[src/rtl/reset_ctrl_multi.sv]
// reset_ctrl_multi: multi-source reset pulse generator.
// Each asynchronous request is synchronised and debounced in its own lane; a
// small FSM turns any new (masked-in) request into one synchronous reset pulse
// of at least PULSE_CYCLES clocks and records which sources caused it.
// Optional build macro: RESET_CTRL_RETRIGGER_EN -- new requests arriving while
// the pulse is counting reload the pulse counter.

// Per-source lane: synchroniser chain, symmetric debounce, rising-edge detect.
module reset_ctrl_multi_lane #(
  parameter int SYNC_STAGES     = 2,
  parameter int DEBOUNCE_CYCLES = 1024
) (
  input  logic clock,
  input  logic async_res,
  input  logic src_i,
  output logic db_o,
  output logic rise_o
);
  localparam int CW = $clog2(DEBOUNCE_CYCLES + 1);

  logic [SYNC_STAGES-1:0] sync_q, sync_d;
  logic [CW-1:0]          cnt_q, cnt_d;
  logic                   db_q, db_d;
  logic                   db_dly_q, db_dly_d;
  logic                   s;

  assign s = sync_q[SYNC_STAGES-1];

  // Shift the raw request in; count disagreeing samples and flip the level on the last one.
  always_comb begin
    sync_d   = {sync_q[SYNC_STAGES-2:0], src_i};
    cnt_d    = '0;
    db_d     = db_q;
    db_dly_d = db_q;
    if (s != db_q) begin
      if (cnt_q == CW'(DEBOUNCE_CYCLES - 1)) db_d = s;
      else                                    cnt_d = cnt_q + CW'(1);
    end
  end

  // Lane state registers.
  always_ff @(posedge clock or posedge async_res) begin
    if (async_res) begin
      sync_q   <= '0;
      cnt_q    <= '0;
      db_q     <= 1'b0;
      db_dly_q <= 1'b0;
    end else begin
      sync_q   <= sync_d;
      cnt_q    <= cnt_d;
      db_q     <= db_d;
      db_dly_q <= db_dly_d;
    end
  end

  assign db_o   = db_q;
  assign rise_o = db_q & ~db_dly_q;
endmodule

// Top level: lanes plus the pulse FSM.
module reset_ctrl_multi #(
  parameter int NUM_SRC         = 2,
  parameter int SYNC_STAGES     = 2,
  parameter int DEBOUNCE_CYCLES = 1024,
  parameter int PULSE_CYCLES    = 8000000
) (
  input  logic               clock,
  input  logic               async_res,
  input  logic [NUM_SRC-1:0] src,
  input  logic [NUM_SRC-1:0] src_mask,
  input  logic               cause_clr,
  output logic               res,
  output logic [NUM_SRC-1:0] res_cause,
  output logic               busy
);
  localparam int PW = (PULSE_CYCLES > 1) ? $clog2(PULSE_CYCLES) : 1;
  localparam logic [PW-1:0] PLOAD = PW'(PULSE_CYCLES - 1);

  typedef enum logic [1:0] {IDLE, HOLD, WAIT_REL} state_e;

  logic [NUM_SRC-1:0] db, db_rise, rise;
  logic               req;

  state_e             state_q, state_d;
  logic [PW-1:0]      pcnt_q, pcnt_d;
  logic [NUM_SRC-1:0] cause_q, cause_d;
  logic               res_q, res_d;
  logic               busy_q, busy_d;

  for (genvar i = 0; i < NUM_SRC; i++) begin : g_lane
    reset_ctrl_multi_lane #(
      .SYNC_STAGES    (SYNC_STAGES),
      .DEBOUNCE_CYCLES(DEBOUNCE_CYCLES)
    ) u_lane (
      .clock    (clock),
      .async_res(async_res),
      .src_i    (src[i]),
      .db_o     (db[i]),
      .rise_o   (db_rise[i])
    );
  end

  // A held-but-masked source never produces a rise, even if unmasked later.
  assign rise = db_rise & src_mask;
  assign req  = |(db & src_mask);

  // Next-state, pulse counter and cause bookkeeping.
  always_comb begin
    state_d = state_q;
    pcnt_d  = pcnt_q;
    cause_d = cause_q;
    case (state_q)
      IDLE: begin
        if (|rise) begin
          cause_d = rise;
          pcnt_d  = PLOAD;
          state_d = HOLD;
        end else if (cause_clr) begin
          cause_d = '0;
        end
      end
      HOLD: begin
        cause_d = cause_q | rise;
`ifdef RESET_CTRL_RETRIGGER_EN
        if (|rise)                  pcnt_d  = PLOAD;
        else if (pcnt_q == '0)      state_d = req ? WAIT_REL : IDLE;
        else                        pcnt_d  = pcnt_q - PW'(1);
`else
        if (pcnt_q == '0)           state_d = req ? WAIT_REL : IDLE;
        else                        pcnt_d  = pcnt_q - PW'(1);
`endif
      end
      WAIT_REL: begin
        if (!req) state_d = IDLE;
      end
      default: begin
        state_d = HOLD;
        pcnt_d  = PLOAD;
      end
    endcase
    res_d  = (state_d != IDLE);
    busy_d = (state_d != IDLE);
  end

  // FSM and registered outputs; reset forces a fresh full pulse.
  always_ff @(posedge clock or posedge async_res) begin
    if (async_res) begin
      state_q <= HOLD;
      pcnt_q  <= PLOAD;
      cause_q <= '0;
      res_q   <= 1'b1;
      busy_q  <= 1'b1;
    end else begin
      state_q <= state_d;
      pcnt_q  <= pcnt_d;
      cause_q <= cause_d;
      res_q   <= res_d;
      busy_q  <= busy_d;
    end
  end

  assign res       = res_q;
  assign busy      = busy_q;
  assign res_cause = cause_q;
endmodule
[config.mk]
export PLATFORM = sky130hd
export DESIGN_NAME = reset_ctrl_multi
export DESIGN_NICKNAME = d
export VERILOG_FILES = /design/src/rtl/reset_ctrl_multi.sv
export SDC_FILE = /design/constraint.sdc
export NUM_CORES = 1
export LEC_CHECK = 0
export CAP_MARGIN = 5
export CORE_MARGIN = 2
export CORE_UTILIZATION = 55
export DETAILED_ROUTE_END_ITERATION = 8
export HOLD_SLACK_MARGIN = 0.03
export PLACE_DENSITY_LB_ADDON = 0.05
export SLEW_MARGIN = 20
export SYNTH_ARGS = -nofsm -noshare
export SYNTH_HDL_FRONTEND = slang
export SYNTH_SLANG_ARGS = --single-unit
[constraint.sdc]
create_clock -name clock -period 3.1 [get_ports clock]
set_input_delay 0.465 -clock clock [delete_from_list [all_inputs] [get_ports clock]]
set_output_delay 0.465 -clock clock [all_outputs]
set_load 0.005 [all_outputs]
### Yosys cells after proc, flatten, opt, wreduce, memory -nomap -nowiden

Index checks and enable logic that the tools add are counted.

* output and inout port bits: 4
* register bits: 58
* word-level logic and storage cells: 57
* input bits: 7

* reduce and logical (&&, ||, !) cells: 10
* bitwise logic cells: 8
* add/subtract/negate cells: 3
* eq/ne operators: 9
* mux-type cells: 15

Operators with widths (number)
* $pmux W23 S3: 1
* $mux W23: 2
* $mux W11: 4
* $logic_not A23 Y1: 1
* $sub A23 B1 Y23 const B: 1
* $add A11 B1 Y11 const B: 2
* $eq A11 B10 Y1 const B: 2
* $mux W2: 6
* $pmux W2 S3: 1
* $reduce_and A2 Y1: 3
* $and A2 B2 Y2: 2
* $ne A2 B2 Y1 const B: 2
* $pmux W2 S2: 1
* $reduce_bool A2 Y1: 2
* $reduce_or A2 Y1: 2
* $ne A3 B3 Y1 const B: 1
* $not A1 Y1: 3
* $reduce_and A3 Y1: 1
* $and A1 B1 Y1: 2
* $eq A2 B1 Y1 const B: 1
* $eq A2 B2 Y1 const B: 1
* $logic_not A2 Y1: 1
* $ne A1 B1 Y1: 2
* $or A2 B2 Y2: 1

### Logic depth before layout (Yosys ltp)

* depth after elaboration: 7
* depth in mapped cells: 8
* gate-level depth less buffers: 7

### Cells and area by module

Synthesis repeated with hierarchy kept, for this count alone.

* cell total of the unflattened synthesis: 282
* area total of the unflattened synthesis: 2935.3 µm²

By module, submodules not included
* reset_ctrl_multi: sequential area each 721.9 µm², area an instance 1624.1 µm², instances 1, cells an instance 168
* reset_ctrl_multi_lane: sequential area each 375.4 µm², area an instance 655.6 µm², instances 2, cells an instance 57

### Worst setup path after synthesis

OpenSTA, ideal clock, no wires.

* kind: reg-to-reg
* from: register pcnt_q[5]
* to: register pcnt_q[17]
* data required time: 3017 ps
* cell stages (with the launch flop): 6
* period minus slack after synthesis: 2156 ps
* path slack: 944 ps
* library setup time: 83 ps
* path buffers: 0
* arrival: 2073 ps
* path through: dfstp_2 > or4_4 > nor4b_4 > nand2_2 > or4_4 > o311a_1

* cells in the longest elaborated chain, start to end: 3
* elaborated cells on any way between the ends: 6

RTL lines
* start, declared: RTL line 85 `logic [PW-1:0] pcnt_q, pcnt_d;`
* start signal, assigned: RTL line 155 `pcnt_q <= pcnt_d;`
* $sub A23 B1 Y23 or $logic_not A23 Y1 (tied branches): RTL line 130, 129
* $mux W23 or $ne A2 B2 Y1 (tied branches)
* $pmux W23 S3 or $reduce_and A3 Y1 (tied branches)

Parallel ways exist; a longest one is shown, timed or not. The select of a mux whose other input is x is not followed.
A chain may end at the register's enable or synchronous reset.

### Worst setup path after layout

Same ends and word-level chain as after synthesis.

==> summary.md <==
| Metric | Value |
|---|---|
| Status | finished, final reports clean |
| 1st-pass router iterations | 4 |
| IO Pins | 11 |
| ANT cells | 0 |
| Num CTS Buffers | 9 |
| Crit. Startpoint | pcnt_q[5] |
| Worst skew pair latency | 0.33 ns |
| Worst setup SP type | flop |
| Fin nets | 325 |
| Filler cell count in the final layout | 443 |
| Worst slew pin tran | 0.763 ns |
| Fin crit share | 76.1% |
| Post-CTS Hold Buffers | 0 |
| Synth warn | 0 |
| Die H | 76.6 um |
| Tot GR Track Use | 21.7% |
| H-tree lvl count | 3 |
| Congestion Overflow GR | 0 |
| RSZ-0062 raised after global routing | false |
| Iter 0 DRT Violations | 202 |
| Gate Count Post-Synth | 299 |
| Die width | 76.6 um |
| Setup crit end kind | flop |
| Post-CTS setup buffers | 0 |
| First-pass GRT wire length | 9990 um |
| Power Total | 0.00152 W |
| DP Wirelength | 3960 um |
| Post-synthesis net count | 309 |
| Post-synthesis sequential area ratio | 50.8% |
| CP Max Fanout | 6 |
| Critical path arrival | 2.61 ns |
| Rel. slew slack | 49.2% |
| Antenna violations before repair | 0 |
| Clock sink total | 58 |
| Critical path class | reg2reg |
| Number of max-slew violations in the final report | 0 |
| Number of synthesized flops with an enable pin | 0 |
| Final hold vios | 0 |
| Post-CTS sizing | 0 |
| Largest net degree at the start of global routing | 31 |
| Vias per cell | 5.66 |
| Synthesized flop and latch total | 58 |
| Placer Congestion | 0.804 |
| Skew final | 0.00662 ns |
| Peak VDD IR | 0.374 mV |
| Final WL | 5640 um |
| Critical register-to-register path startpoint | pcnt_q[5] |
| Mapped Area | 0.00290 mm^2 |
| Core area | 0.00511 mm^2 |
| Synth unique cells | 52 |
| Dpl cells | 374 |
| CTS clk-pin slew, worst paths | 0.07 ns |
| Leakage power | 1.33 nW |
| Syn Area/Cell | 9.70 um^2 |
| Min-delay src | g_lane[1].u_lane.sync_q[0] |
| Max-cap violations | 0 |
| Share of layout cells above drive strength 1 | 17.2% |
| Post-DRT Antenna Nets | 0 |
| CTS tree | built |
| Layout Utilization | 64.1% |
| Post-synth top flop | dfrtp_1 |
| # DRC | 0 |
| Data required, critical path | 3.35 ns |
| Setup TNS | 0 ns |
| Synth async-reset ratio | 100% |
| Area growth from synthesis to layout | 12.8% |
| Period minus WS final | 2.36 ns |
| Clock Path Buffers | 2 |
| Pwr/cell area | 463 mW/mm^2 |
| Fin cells | 390 |
| Port-buffer cells | 10 |
| Initial core utilization | 56.8% |
| Vias in the first global route | 2079 |
| Root Driver | clkbuf_8 |
| HP Class | reg2reg |
| Via count | 2209 |
| DR WL/cell | 14.5 um |
| Row cnt | 26 |
| Die Area | 0.00587 mm^2 |
| Setup violations, final | 0 |
| F_max | 424 MHz |
-- cells by family after synthesis --
logic type,count (synthesis),synth area share [%]
AOI/OAI and AO/OA,54,12.9
xor gates and xnor gates,18,5.43
adders and majority gates,3,1.29
buffers and inverters,21,3.41
DFF,58,50.8
muxes,2,0.776
and+or+nand+nor,143,25.4
-- placed cells by master (no fill, tap or decap), drive strengths merged, types with 8 or more instances in the layout --
master | Yosys | routed
o21ai | 15 | 15
xor2 | 10 | 10
nand2 | 31 | 31
xnor2 | 8 | 8
inv | 11 | 12
clkbuf | 6 | 9
nor2 | 47 | 47
dfstp | 17 | 17
nand3 | 14 | 14
clkdlybuf4s50 | 0 | 10
dfrtp | 41 | 41
-- metrics by stage --
step	worst slack, ns	hold WS [ns]	area, um^2
final	0.742	0.357	3270
after global routing	0.540	0.381	3270
after CTS	0.752	0.360	3270
after detailed placement	0.729	0.336	3070
after global placement	0.765	0.334	3070
after floorplan	0.944	0.331	2900
-- synthesized netlist by cell type, drive strengths merged (7+ instances only) --
master  instances  area [um^2]
dfrtp          41         1030
nand2          31          119
xnor2           8         70.1
nor2           47          176
o21ai          15         75.1
nand3          14         70.1
a21oi           7         35.0
inv            11         41.3
xor2           10         87.6
dfstp          17          447
-- power by group --
| group | internal, W | switching (W) | leakage (nW) |
|---|---|---|---|
| sequential | 0.000767 | 0.00000751 | 0.704 |
| clock | 0.000376 | 0.000324 | 0.0921 |
| combinational | 0.0000167 | 0.0000259 | 0.539 |
| total | 0.00116 | 0.000357 | 1.33 |
-- cell type report --
| cell class | instances | area [um^2] | share of cell area, % |
|---|---|---|---|
| flip-flops and latches | 58 | 1470 | 45.0 |
| multi-input cells | 220 | 1330 | 40.7 |
| repair buffers | 15 | 138 | 4.21 |
| clock buffers | 9 | 124 | 3.79 |
| well taps | 70 | 87.6 | 2.68 |
| clock inverters | 7 | 78.8 | 2.41 |
| inverters | 11 | 41.3 | 1.26 |
-- layer usage --
metal	GRT usage [%]	wire length, um	vias to the layer above
li1	-	-	1096
met1	31.8	2790	1059
met2	31.6	2490	49
met3	5.69	297	5
met4	7.09	61	0
met5	0	0	-
-- state kept, by name, indices dropped and copies added, names as in the netlist --
signal,cells
busy,1
g_lane.u_lane.cnt_q,22
state_q,2
g_lane.u_lane.sync_q,4
pcnt_q,23
g_lane.u_lane.db_dly_q,2
g_lane.u_lane.db_o,2
res_cause,2
-- worst paths after layout --
kind / slack (ns) / cells past startpoint / endpoint
max: 0.74 / 5 / pcnt_q[17]
min: 0.36 / 0 / g_lane[1].u_lane.sync_q[1]
max reg2reg: 0.74 / 5 / pcnt_q[17]
min reg2reg: 0.36 / 0 / g_lane[1].u_lane.sync_q[1]
max in group asynchronous: 1.84 / 3 / pcnt_q[7]
min in group asynchronous: 0.54 / 2 / pcnt_q[15]
-- critical path, cell delays in order, from the launching register on --
cell and delay (ns):
dfstp_2 0.40, or4_4 0.56, nor4b_4 0.45, nand2_2 0.12
or4_4 0.44, o311a_1 0.31
(Power assumes the default switching activity.)
